### src/rtl/nn_mem_pkg.sv
// Shared constants for the NN BRAM loaders and writers: FSM encoding, default geometry
// and the layer base addresses in the shared BRAM.
package nn_mem_pkg;

    localparam int unsigned DefaultW           = 8;
    localparam int unsigned DefaultAddrWidth   = 18;
    localparam int unsigned DefaultReadLatency = 2;

    // Region where layer results are parked for the next layer's loader.
    localparam int unsigned LayerOutBase = 147504;

    typedef enum logic [1:0] {
        StIdle   = 2'b00,
        StWrite  = 2'b01,
        StVerify = 2'b10,
        StDone   = 2'b11
    } state_e;

endpackage

### src/rtl/bram_vector_writer_if.sv
// BRAM port bundle: the writer drives the strobes, address and write data; the BRAM
// returns read data.
interface bram_vector_writer_if
    import nn_mem_pkg::*;
#(
    parameter int unsigned ADDR_WIDTH = DefaultAddrWidth,
    parameter int unsigned W          = DefaultW
);
    logic                  en;
    logic                  wen;
    logic                  ren;
    logic [ADDR_WIDTH-1:0] addr;
    logic [W-1:0]          din;
    logic [W-1:0]          dout;

    modport master (output en, wen, ren, addr, din, input dout);
    modport slave  (input en, wen, ren, addr, din, output dout);
endinterface

### src/rtl/bram_verify_pipe.sv
// Read-back checker: delays the expected word alongside the BRAM read latency and emits
// a one-cycle mismatch pulse when the returned word differs. READ_LATENCY must be >= 1.
module bram_verify_pipe
    import nn_mem_pkg::*;
#(
    parameter int unsigned W            = DefaultW,
    parameter int unsigned READ_LATENCY = DefaultReadLatency
) (
    input  logic         clk,
    input  logic         rst,
    input  logic         issue,
    input  logic [W-1:0] expected,
    input  logic [W-1:0] dout,
    output logic         mismatch
);
    logic [READ_LATENCY-1:0]        valid_q;
    logic [READ_LATENCY-1:0][W-1:0] exp_q;

    always_ff @(posedge clk) begin
        if (rst) begin
            valid_q  <= '0;
            exp_q    <= '0;
            mismatch <= 1'b0;
        end else begin
            valid_q[0] <= issue;
            exp_q[0]   <= expected;
            for (int i = 1; i < READ_LATENCY; i++) begin
                valid_q[i] <= valid_q[i-1];
                exp_q[i]   <= exp_q[i-1];
            end
            // Last stage lines up with the BRAM returning the word for this read.
            mismatch <= valid_q[READ_LATENCY-1] && (dout != exp_q[READ_LATENCY-1]);
        end
    end
endmodule

### src/rtl/bram_vector_writer.sv
// Snapshots a flat word vector on start and writes it to consecutive BRAM addresses.
// Define BRAM_WRITER_VERIFY_EN to re-read the region afterwards and flag mismatches.
module bram_vector_writer
    import nn_mem_pkg::*;
#(
    parameter int unsigned           IN_SIZE      = 1,
    parameter int unsigned           OUT_SIZE     = 8,
    parameter int unsigned           W            = DefaultW,
    parameter int unsigned           TOTAL_WORDS  = IN_SIZE * OUT_SIZE,
    parameter int unsigned           ADDR_WIDTH   = DefaultAddrWidth,
    parameter logic [ADDR_WIDTH-1:0] BASE_ADDR    = ADDR_WIDTH'(LayerOutBase),
    parameter int unsigned           READ_LATENCY = DefaultReadLatency
) (
    input  logic                     clk,
    input  logic                     rst,
    input  logic                     start,
    input  logic [TOTAL_WORDS*W-1:0] data_in,
    bram_vector_writer_if.master     bram,
    output logic                     busy,
    output logic                     done,
    output logic                     verify_err
);
    localparam int unsigned     CntW     = ADDR_WIDTH + 1;
    localparam int unsigned     VecW     = TOTAL_WORDS * W;
    localparam logic [CntW-1:0] LastWord = CntW'(TOTAL_WORDS - 1);

    state_e                  state_q, state_d;
    logic [CntW-1:0]         cnt_q, cnt_d;
    logic [VecW-1:0]         shadow_q, shadow_d, shadow_rot;
    logic                    en_q, en_d, wen_q, wen_d, ren_q, ren_d;
    logic [ADDR_WIDTH-1:0]   addr_q, addr_d;
    logic [W-1:0]            din_q, din_d;
    logic                    busy_q, busy_d, done_q, done_d, verr_q, verr_d;
    logic                    issue, mismatch;

    // The shadow rotates one word per access so the current word is always at the bottom;
    // after N rotations it is back in place for the read-back pass.
    assign shadow_rot = (shadow_q >> W) | (shadow_q << ((TOTAL_WORDS - 1) * W));

`ifdef BRAM_WRITER_VERIFY_EN
    localparam logic [CntW-1:0] NumWords    = CntW'(TOTAL_WORDS);
    localparam logic [CntW-1:0] LastCompare = CntW'(TOTAL_WORDS + READ_LATENCY - 1);

    bram_verify_pipe #(
        .W            (W),
        .READ_LATENCY (READ_LATENCY)
    ) u_verify_pipe (
        .clk      (clk),
        .rst      (rst),
        .issue    (issue),
        .expected (shadow_q[W-1:0]),
        .dout     (bram.dout),
        .mismatch (mismatch)
    );
`else
    logic unused_verify;
    assign mismatch      = 1'b0;
    assign unused_verify = ^{issue, bram.dout, READ_LATENCY[0]};
`endif

    always_comb begin
        state_d  = state_q;
        cnt_d    = cnt_q;
        shadow_d = shadow_q;
        en_d     = 1'b0;
        wen_d    = 1'b0;
        ren_d    = 1'b0;
        addr_d   = addr_q;
        din_d    = din_q;
        busy_d   = 1'b0;
        done_d   = 1'b0;
        verr_d   = verr_q | mismatch;
        issue    = 1'b0;

        unique case (state_q)
            StIdle, StDone: begin
                done_d = (state_q == StDone);
                if (start) begin
                    shadow_d = data_in;
                    cnt_d    = '0;
                    verr_d   = 1'b0;
                    busy_d   = 1'b1;
                    done_d   = 1'b0;
                    state_d  = StWrite;
                end
            end
            StWrite: begin
                busy_d   = 1'b1;
                en_d     = 1'b1;
                wen_d    = 1'b1;
                addr_d   = BASE_ADDR + cnt_q[ADDR_WIDTH-1:0];
                din_d    = shadow_q[W-1:0];
                shadow_d = shadow_rot;
                cnt_d    = cnt_q + 1'b1;
                if (cnt_q == LastWord) begin
                    cnt_d = '0;
`ifdef BRAM_WRITER_VERIFY_EN
                    state_d = StVerify;
`else
                    state_d = StDone;
`endif
                end
            end
`ifdef BRAM_WRITER_VERIFY_EN
            StVerify: begin
                busy_d = 1'b1;
                cnt_d  = cnt_q + 1'b1;
                if (cnt_q < NumWords) begin
                    en_d     = 1'b1;
                    ren_d    = 1'b1;
                    addr_d   = BASE_ADDR + cnt_q[ADDR_WIDTH-1:0];
                    issue    = 1'b1;
                    shadow_d = shadow_rot;
                end
                // Stay until the compare for the last read has been registered.
                if (cnt_q == LastCompare) begin
                    state_d = StDone;
                end
            end
`endif
            default: state_d = StIdle;
        endcase
    end

    always_ff @(posedge clk) begin
        if (rst) begin
            state_q  <= StIdle;
            cnt_q    <= '0;
            shadow_q <= '0;
            en_q     <= 1'b0;
            wen_q    <= 1'b0;
            ren_q    <= 1'b0;
            addr_q   <= BASE_ADDR;
            din_q    <= '0;
            busy_q   <= 1'b0;
            done_q   <= 1'b0;
            verr_q   <= 1'b0;
        end else begin
            state_q  <= state_d;
            cnt_q    <= cnt_d;
            shadow_q <= shadow_d;
            en_q     <= en_d;
            wen_q    <= wen_d;
            ren_q    <= ren_d;
            addr_q   <= addr_d;
            din_q    <= din_d;
            busy_q   <= busy_d;
            done_q   <= done_d;
            verr_q   <= verr_d;
        end
    end

    assign bram.en    = en_q;
    assign bram.wen   = wen_q;
    assign bram.ren   = ren_q;
    assign bram.addr  = addr_q;
    assign bram.din   = din_q;
    assign busy       = busy_q;
    assign done       = done_q;
    assign verify_err = verr_q;
endmodule

### src/flat_wrapper.sv
// flat-port wrapper written by rule: the top's interface ports become plain ports
module bram_vector_writer_flat import nn_mem_pkg::*;
#(
    parameter int unsigned           IN_SIZE      = 1,
    parameter int unsigned           OUT_SIZE     = 8,
    parameter int unsigned           W            = DefaultW,
    parameter int unsigned           TOTAL_WORDS  = IN_SIZE * OUT_SIZE,
    parameter int unsigned           ADDR_WIDTH   = DefaultAddrWidth,
    parameter logic [ADDR_WIDTH-1:0] BASE_ADDR    = ADDR_WIDTH'(LayerOutBase),
    parameter int unsigned           READ_LATENCY = DefaultReadLatency
)
  (clk, rst, start, data_in, busy, done, verify_err, bram_en, bram_wen, bram_ren, bram_addr, bram_din, bram_dout);
  bram_vector_writer_if #(.ADDR_WIDTH(ADDR_WIDTH), .W(W)) bram_i ();
  input  logic clk;
  input  logic rst;
  input  logic start;
  input  logic [TOTAL_WORDS*W-1:0] data_in;
  output logic busy;
  output logic done;
  output logic verify_err;
  output wire logic [$bits(bram_i.en)-1:0] bram_en;
  output wire logic [$bits(bram_i.wen)-1:0] bram_wen;
  output wire logic [$bits(bram_i.ren)-1:0] bram_ren;
  output wire logic [$bits(bram_i.addr)-1:0] bram_addr;
  output wire logic [$bits(bram_i.din)-1:0] bram_din;
  input wire logic [$bits(bram_i.dout)-1:0] bram_dout;
  assign bram_en = bram_i.en;
  assign bram_wen = bram_i.wen;
  assign bram_ren = bram_i.ren;
  assign bram_addr = bram_i.addr;
  assign bram_din = bram_i.din;
  assign bram_i.dout = bram_dout;
  bram_vector_writer #(.IN_SIZE(IN_SIZE), .OUT_SIZE(OUT_SIZE), .W(W), .TOTAL_WORDS(TOTAL_WORDS), .ADDR_WIDTH(ADDR_WIDTH), .BASE_ADDR(BASE_ADDR), .READ_LATENCY(READ_LATENCY)) u_core (.clk(clk), .rst(rst), .start(start), .data_in(data_in), .bram(bram_i), .busy(busy), .done(done), .verify_err(verify_err));
endmodule
### config.mk
export PLATFORM = sky130hd
export DESIGN_NAME = bram_vector_writer_flat
export DESIGN_NICKNAME = d
export VERILOG_FILES = /design/src/rtl/nn_mem_pkg.sv /design/src/rtl/bram_vector_writer_if.sv /design/src/rtl/bram_verify_pipe.sv /design/src/rtl/bram_vector_writer.sv /design/src/flat_wrapper.sv
export SDC_FILE = /design/constraint.sdc
export NUM_CORES = 1
export LEC_CHECK = 0
export BUFFER_PORTS_ARGS = -buffer_cell sky130_fd_sc_hd__buf_2
export CAP_MARGIN = 0
export CELL_PAD_IN_SITES_DETAIL_PLACEMENT = 1
export CELL_PAD_IN_SITES_GLOBAL_PLACEMENT = 1
export CORE_ASPECT_RATIO = 0.6
export CORE_UTILIZATION = 40
export CTS_BUF_LIST = sky130_fd_sc_hd__clkbuf_8
export CTS_CLUSTER_DIAMETER = 60
export DETAILED_ROUTE_END_ITERATION = 6
export PLACE_DENSITY = 0.82
export SLEW_MARGIN = 20
export SYNTH_ARGS = -nofsm -noshare
export SYNTH_HDL_FRONTEND = slang
export SYNTH_HIERARCHICAL = 1
export SYNTH_SLANG_ARGS = --single-unit
### constraint.sdc
create_clock -name clk -period 3.1 [get_ports clk]
set_input_delay 0.31 -clock clk [delete_from_list [all_inputs] [get_ports clk]]
set_output_delay 0.31 -clock clk [all_outputs]
set_load 0.02 [all_outputs]
=== Word-level counts from Yosys, hierarchy flattened ===
Cells that the tools add are included.

* $add $sub $neg: 2
* Multipliers: 0
* Div/mod/pow operators: 0
* Order comparisons: 0
* Eq/ne operators: 5
* Shift-type cells: 0
* Mux-type cells: 11
* Bitwise operators: 2
* Reduce and logical (&&, ||, !) cells: 6

{| class="wikitable"
|+ Operators by type and width
! kind !! number
|-
| $pmux 64 s2 || 1
|-
| $mux 64 || 1
|-
| $or 56x64->64 || 1
|-
| $mux 19 || 2
|-
| $pmux 19 s2 || 1
|-
| $add 19x1->19 const B || 1
|-
| $eq 19x3->1 const B || 1
|-
| $add 18x18->18 const A || 1
|-
| $mux 2 || 2
|-
| $pmux 2 s2 || 1
|-
| $reduce_and 2->1 || 2
|-
| $reduce_or 3->1 || 1
|-
| $eq 2x1->1 const B || 1
|-
| $eq 2x2->1 const B || 1
|-
| $logic_not 2->1 || 1
|-
| $mux 1 || 2
|-
| $ne 2x1->1 const B || 1
|-
| $ne 2x2->1 const B || 1
|-
| $pmux 1 s2 || 1
|-
| $reduce_bool 2->1 || 1
|-
| $reduce_or 2->1 || 1
|-
| $not 1->1 || 1
|}

* Flip-flop bits (word level): 114
* Latch bits: 0
* RAM bits: 0
* Bits in read-only memories: 0
* Input bits: 75
* Output and inout bits: 32
* Logic and storage cells: 34
* Memories kept: 0

=== Depth between registers and ports, before layout ===
Gate-level depths: netlist of run 1.

* Word-level depth: 4
* Mapped depth: 9
* Depth with buffers taken out: 7

=== Worst setup path after synthesis of run 1 ===
Ideal clock, no wire load.

* Path kind: flip-flop to flip-flop
* Start: register u_core.cnt_q[5]
* End: register u_core.cnt_q[18]
* Library setup time: 62 ps
* Arrival: 1933 ps
* Required time: 3038 ps
* Slack: 1105 ps
* Stages on the path, launching flop included: 7
* Buffers on the path: 0
* Clock period less this slack: 1995 ps
* Cells stage by stage: dfxtp_1 ha_1 and3_1 nand3_1 or4_1 or4b_1 nand3_1

* Cells in the longest elaborated chain, start to end: 3
* Elaborated cells between the ends (all ways): 4
* Classes of those cells: add/sub: 1; eq/ne: 1; mux: 2

{| class="wikitable"
|+ Ends and longest elaborated chain
! element !! line !! RTL
|-
| start: declaration || bram_vector_writer.sv:28 || <nowiki>logic [CntW-1:0] cnt_q, cnt_d;</nowiki>
|-
| start signal: assignment || bram_vector_writer.sv:140 || <nowiki>cnt_q <= cnt_d;</nowiki>
|-
| $add 19x1->19 or $eq 19x3->1 (tied branches) || bram_vector_writer.sv:94, bram_vector_writer.sv:95 ||
|-
| $mux 19 * || bram_vector_writer.sv:95 || <nowiki>if (cnt_q == LastWord) begin</nowiki>
|-
| $pmux 19 s2 * || bram_vector_writer.sv:75 || <nowiki>unique case (state_q)</nowiki>
|}

Every way passes the cells marked *; elsewhere a longest branch is shown, timed or not.
A chain may end at the register's enable or synchronous reset.

=== Worst setup path in the final report of run 1 ===
* Start: register u_core.state_q[0]
* End: register u_core.cnt_q[17]

* Cells in the longest elaborated chain, start to end: 4
* Elaborated cells between the ends (all ways): 8
* Classes of those cells: eq/ne: 3; mux: 1; reduce/logical: 4

{| class="wikitable"
|+ Ends and longest elaborated chain
! element !! line !! RTL
|-
| start: declaration || bram_vector_writer.sv:27 || <nowiki>state_e state_q, state_d;</nowiki>
|-
| start signal: assignment || bram_vector_writer.sv:127 || <nowiki>state_q <= StIdle;</nowiki>
|-
| start signal: assignment || bram_vector_writer.sv:139 || <nowiki>state_q <= state_d;</nowiki>
|-
| $eq 2x2->1 or $logic_not 2->1 (tied branches) || bram_vector_writer.sv:75 ||
|-
| $reduce_or 2->1 || bram_vector_writer.sv:75 ||
|-
| $ne 2x2->1 (no line) or $reduce_bool 2->1 (tied branches) || -- ||
|-
| $reduce_and 2->1 (no line) || -- ||
|}

Parallel ways exist; a longest one is shown, timed or not.

==> results of run 1 <==
## critical path, cell delays in order, from the launching register on
cell	delay [ns]
dfxtp_1	0.44
inv_1	0.08
ha_1	0.38
mux2i_1	0.31
or4_1	0.74
nor3_2	0.23
xnor2_1	0.13
nor2_1	0.05
## cells in the final DEF (no fill, tap or decap), drive strengths merged, types with 2 or more instances in the layout
cell      n
dfxtp   114
nor2    110
buf     103
mux2i    79
a211oi   70
clkbuf   20
nand2    16
nand3    13
xnor2    11
o21ai    11
xor2      8
a21oi     8
inv       7
ha        7
clkinv    6
nor3      5
nand4     5
nor4      4
a311oi    4
or4       4
bufinv    3
or3       3
nand2b    3
a31oi     3
and4      2
nor3b     2
a21o      2
or4b      2
nand3b    2
conb      2
## layer usage
layer / vias to the layer above / share of wire (%)
met5: - / 0
met4: 0 / 1.3
met3: 14 / 5.3
met2: 102 / 43
met1: 2098 / 50
li1: 2126 / -
## where the power goes
part / internal [W] / switching [W] / total (W)
clock network: 0.000847 / 0.000606 / 0.00145
registers: 0.00159 / 0.0000887 / 0.00168
logic: 0.000230 / 0.000337 / 0.000567
## kinds of logic (layout without fill, tap and decap cells)
logic type | Yosys count | count (layout) | share of synthesized area, %
mux | 79 | 79 | 15.3
other cells | 1 | 2 | 0.0726
flops | 114 | 114 | 44.2
simple gates | 177 | 177 | 15.7
fa+ha+maj | 7 | 7 | 1.70
buf+inv | 59 | 140 | 5.53
compound gates | 104 | 104 | 14.3
xor+xnor | 19 | 19 | 3.22
## layout make-up
class                           count  area [sq um]
Tap cell                          165           206
Fill cell                        1468          6250
Inverter                            5          18.8
Multi-Input combinational cell    388          2620
Sequential cell                   114          2280
Clock buffer                       20           275
Clock inverter                     12           139
Timing Repair Buffer              103           536
## stage by stage
stage          setup WS, ns  util [%]  cell area, sq um
2_1_floorplan          1.10         -              5170
3_3_place_gp          0.724      45.9              5670
3_5_place_dp          0.642      45.9              5670
4_1_cts               0.636      49.3              6080
5_1_grt               0.502      49.3              6080
6_report              0.607      49.3              6080
## state kept, by name, summed over array words and instances (netlist names)
register,flops
u_core/done,1
u_core/cnt_q,19
u_core/bram.addr,18
u_core/bram.din,8
u_core/bram.wen,1
u_core/state_q,2
u_core/busy,1
u_core/shadow_q,64
## final timing paths
kind	startpoint	endpoint	slack [ns]	cells after the start
hold / removal	data_in[40]	u_core/shadow_q[40]	0.22	3
hold reg to reg	u_core/bram.addr[16]	u_core/bram.addr[16]	0.49	2
setup / recovery	u_core/state_q[0]	u_core/cnt_q[17]	0.61	7
setup reg to reg	u_core/state_q[0]	u_core/cnt_q[17]	0.61	7
==> reports/metrics.cfg, run 1 <==
[grt]
use_met2_pct=32.7
antenna_found_initial=0
grt-busiest-layer=met2
grt_util_met3_pct=5.08
grt_pass1_vias=4327
grt_pass1_wl_mm=22.7
grt_max_degree=72
grt_use_met1_pct=31.3
grt-ovfl-total=0
grt_usage_pct=22.3

[sta]
setup_viol=0
fin_crit_sh_pct=80.4
hold_slack_ns=0.215
clock_skew_ns=0.0122
drv_slew=0
clock.fmax_ghz=0.401
fin_tns_setup_ns=0
slew_headroom_pct=37.8
tightestPinTransition_ns=0.933
layout_min_cycle_time_ns=2.49
finalHoldViolCount=0
rsz0062_at_grt=no

[min_path]
hold_path_class=primary input to flip-flop

[placed_design]
port_buffers=96
globalplace.congestion=0.871
hpwlAfterDp_mm=10.1
place_inst=775

[power]
power.density_mw_per_mm2=608
ir_drop_v=0.000348
p_leak_nw=2.43
total_power_w=0.00370

[job]
maxCapViolCount=0

[setup_path]
critPathCaptureType=flip-flop
arrival_ns=2.80
crit_fanout=8
required_ns=3.40
crit_path_start_kind=flip-flop
worstSetupPathType=flip-flop to flip-flop

[routing]
ant_nets=0
viasPerCell=5.38
drc=0
wl_per_cell_microns=17.9
drt_iter0_drc=184
routed_wl_mm=14.4
num_vias=4340
first_pass_iters=4

[finish]
area_growth_pct=17.8
fin_cells=807
antennaDiodeCount=0
final_nets=711
final_layout_size_suffix_gt1_share_pct=21.7

[logic_synthesis]
synth-seq-cells=114
postSynthCellCount=560
synth_area_per_cell_sq_um=9.22
syn_area_sq_mm=0.00516
synthFlopType=dfxtp_1
synthTopCellsByArea=dfxtp_1, mux2i_1, a211oi_1, nor2_1, clkbuf_1
ys_top_cells_by_count=dfxtp_1, nor2_1, mux2i_1, a211oi_1, clkbuf_1
ys_warn_count=6
synth_top_area_share_pct=44.2
synthArstFlopShare_pct=0
synth_edf_count=0
yosysMostFrequentCell=dfxtp_1
seq_area_frac_synth_pct=44.2
synth_top_cell_by_area=dfxtp_1
ys_types=48

[status]
status=complete, no violations

[floorplanning]
initial_utilization_pct=41.9
chipHeight_microns=90
core_area_sq_mm=0.0123
io_pins=107
placementRows=31
dieArea_sq_mm=0.0134
die_x_microns=149

[clock_network]
root_buffer=clkbuf_8
holdBufCountCts=0
cts_tree=done
clock_latency_ns=0.44
cts_inserted_buffers=17
clock_path_buffers=2
clock-sinks=114
cts_setup_buffers=0
h-tree-depth=4
path_clk_slew_ns=0.08
post_cts_resized=0

Note: power is estimated with default switching activity, not from simulation.
==> inputs of run 2 (changes only) <==
--- a/config.mk
+++ b/config.mk
@@ -5,6 +5,7 @@
 export SDC_FILE = /design/constraint.sdc
 export NUM_CORES = 1
 export LEC_CHECK = 0
+export ABC_AREA = 1
 export BUFFER_PORTS_ARGS = -buffer_cell sky130_fd_sc_hd__buf_2
 export CAP_MARGIN = 0
 export CELL_PAD_IN_SITES_DETAIL_PLACEMENT = 1
@@ -14,7 +15,7 @@
 export CTS_BUF_LIST = sky130_fd_sc_hd__clkbuf_8
 export CTS_CLUSTER_DIAMETER = 60
 export DETAILED_ROUTE_END_ITERATION = 6
-export PLACE_DENSITY = 0.82
+export PLACE_DENSITY = 0.85
 export SLEW_MARGIN = 20
 export SYNTH_ARGS = -nofsm -noshare
 export SYNTH_HDL_FRONTEND = slang
==> constraint.sdc (replaced) <==
create_clock -name clk -period 2.55 [get_ports clk]
set_input_delay 0.255 -clock clk [delete_from_list [all_inputs] [get_ports clk]]
set_output_delay 0.255 -clock clk [all_outputs]
set_load 0.02 [all_outputs]
==> run 2 against run 1 <==
Compared with the run above: global-route usage is 3.0 points higher; wire length is 13% higher; power is 79% higher; cell count is 19% higher; area after synthesis is 1.6% higher; largest cell class unchanged; largest power group unchanged.
==> reports/metrics.cfg, run 2 <==
[setup_path]
timing.rr.start=u_core/state_q[0]
crit_chain=inv_1 -> ha_1 -> inv_2 -> nand2_1 -> nand2_4 -> buf_4 -> buf_4 -> o21ai_0 -> a31oi_1
critPathSlowestCell=dfxtp_1
crit_start=u_core/state_q[0]
worstSetupPathType=flip-flop to flip-flop
cp_num_buf_inv=4  ; +3
crit_family=buffers and inverters
critPathCaptureType=flip-flop
slowest_delay_ns=0.37  ; -0.37 ns
arrival_ns=2.43  ; -0.37 ns
crit_fanout=31  ; +23
cpMostUsedCell=buf_4
crit_path_start_kind=flip-flop
required_ns=2.89  ; -0.51 ns

[finish]
largest_reg_flops=64  ; unchanged
utilization_pct=49.7  ; +0.44 points
final_layout_size_suffix_gt1_share_pct=22.3  ; +0.70 points
final_nets=862  ; +21%
mostFrequentLayoutCell=nand2_1
layout_common_cells=nand2_1, dfxtp_1, buf_2, o21ai_0, a31oi_1
area_growth_pct=17.6  ; about the same
fin_cells=957  ; +19%
antennaDiodeCount=0  ; unchanged
largest-register=u_core/shadow_q

[clock_network]
cts_tree=done
clock_path_buffers=2  ; unchanged
post_cts_resized=0  ; unchanged
holdBufCountCts=0  ; unchanged
cts_inserted_buffers=17  ; unchanged
cts_setup_buffers=0  ; unchanged
clock-sinks=114  ; unchanged
clock_latency_ns=0.43  ; about the same
root_buffer=clkbuf_8
path_clk_slew_ns=0.08  ; about the same
h-tree-depth=4  ; unchanged

[logic_synthesis]
postSynthCellCount=705  ; +26%
synthFlopType=dfxtp_1
ys_types=34  ; -29%
ys_top_cells_by_count=nand2_1, dfxtp_1, o21ai_0, a31oi_1, nor2_1
synth-seq-cells=114  ; unchanged
seq_area_frac_synth_pct=43.5  ; -0.71 points
yosysMostFrequentCell=nand2_1
synth_edf_count=0  ; unchanged
synth_area_per_cell_sq_um=7.44  ; -19%
syn_area_sq_mm=0.00525  ; +1.6%
synth_top_area_share_pct=43.5  ; -0.71 points
synthTopCellsByArea=dfxtp_1, nand2_1, a31oi_1, o21ai_0, nor2_1
synth_top_cell_by_area=dfxtp_1
ys_warn_count=6  ; unchanged
synthArstFlopShare_pct=0  ; unchanged

[sta]
clock.fmax_ghz=0.479  ; +19%
hold_slack_ns=0.0769  ; -0.138 ns
finalHoldViolCount=0  ; unchanged
slew_headroom_pct=55.5  ; +18 points
layout_min_cycle_time_ns=2.09  ; -0.405 ns
clock_skew_ns=0.0161  ; +0.00390 ns
rsz0062_at_grt=no
fin_tns_setup_ns=0  ; unchanged
fin_crit_sh_pct=81.9  ; +1.4 points
setup_viol=0  ; unchanged
tightestPinTransition_ns=0.667  ; -0.266 ns
drv_slew=0  ; unchanged

[floorplanning]
initial_utilization_pct=42.3  ; +0.41 points
chipHeight_microns=90.7  ; +0.79%
die_x_microns=150  ; +0.80%
io_pins=107  ; unchanged
core_area_sq_mm=0.0124  ; +0.63%
placementRows=31  ; unchanged
dieArea_sq_mm=0.0136  ; +1.6%

[min_path]
hold_path_class=primary input to flip-flop
hold_start=data_in[35]

[grt]
grt-ovfl-total=0  ; unchanged
grt_pass1_vias=5019  ; +16%
grt_pass1_wl_mm=26.3  ; +16%
antenna_found_initial=0  ; unchanged
grt_usage_pct=25.3  ; +3.0 points
grt_max_degree=65  ; -9.7%

[routing]
wl_per_cell_microns=17.1  ; -4.3%
num_vias=5116  ; +18%
ant_nets=0  ; unchanged
drt_iter0_drc=385  ; +110%
drc=0  ; unchanged
viasPerCell=5.35  ; -0.60%
first_pass_iters=5  ; +1
routed_wl_mm=16.4  ; +13%

[placed_design]
hpwlAfterDp_mm=11.6  ; +15%
place_inst=926  ; +19%
port_buffers=96  ; unchanged
globalplace.congestion=0.870  ; about the same

[power]
p_leak_nw=2.60  ; +6.8%
ir_drop_v=0.000454  ; +30%
total_power_w=0.00661  ; +79%
power.density_mw_per_mm2=1070  ; +76%

[status]
status=complete, no violations

[job]
maxCapViolCount=0  ; unchanged

[run 2: cell count changes after synthesis, moves of 31 or more]
| cell | change |
|---|---|
| mux2i_1 | -79 |
| nor2_1 | -59 |
| nand2_1 | +170 |
| a31oi_1 | +63 |
| a211oi_1 | -68 |
| o21ai_0 | +70 |
| inv_1 | +31 |
[run 2: area by class of cell]
class	instances	area, sq um
fill	1612	6240
multi-input combinational	501	2580
sequential	114	2280
timing repair buffer	105	573
clock buffer	21	289
tap	165	206
inverter	41	154
clock inverter	10	85.1
[run 2: through the flow]
stage / worst slack [ns] / cell area (sq um)
final: 0.462 / 6170
after global routing: 0.330 / 6170
after floorplan: 0.905 / 5250
after CTS: 0.472 / 6170
after global placement: 0.658 / 5800
after detailed placement: 0.527 / 5800
[run 2: worst reg2reg max path, stage by stage, from the launching register on]
cell and delay (ns):
dfxtp_1 0.37, inv_1 0.08, ha_1 0.32, inv_2 0.07
nand2_1 0.09, nand2_4 0.14, buf_4 0.27, buf_4 0.32
o21ai_0 0.14, a31oi_1 0.21
[run 2: report_power, final]
part           internal [W]  leakage [nW]  switching (W)
combinational      0.000692          1.47        0.00159
clock              0.000858         0.191       0.000752
sequential          0.00237         0.938       0.000342
total               0.00392          2.60        0.00268
[run 2: worst paths after layout]
| path | end | slack, ns | depth (start not counted) |
|---|---|---|---|
| max reg2reg | u_core/shadow_q[62] | 0.46 | 9 |
| min | u_core/shadow_q[35] | 0.08 | 3 |
| max | u_core/shadow_q[62] | 0.46 | 9 |
| min reg2reg | u_core/bram.din[1] | 0.46 | 2 |
[run 2: cell families (layout without fill, tap and decap cells)]
group                      Yosys count  count (layout)  synth area share [%]
buffers and inverters               91             177                  7.49
DFF                                114             114                  43.5
and+or+nand+nor                    303             303                  26.3
xor gates and xnor gates            11              11                  1.84
other                                1               2                0.0715
adders and majority gates            7               7                  1.67
AOI/OAI and AO/OA                  178             178                  19.1
[run 2: metal layers]
layer / track usage (%) / vias up / routed length [microns]
met5: 0 / - / 0
met3: 5.61 / 11 / 946
met2: 36.6 / 141 / 7000
met4: 6.65 / 0 / 122
li1: - / 2501 / -
met1: 37.2 / 2463 / 8310
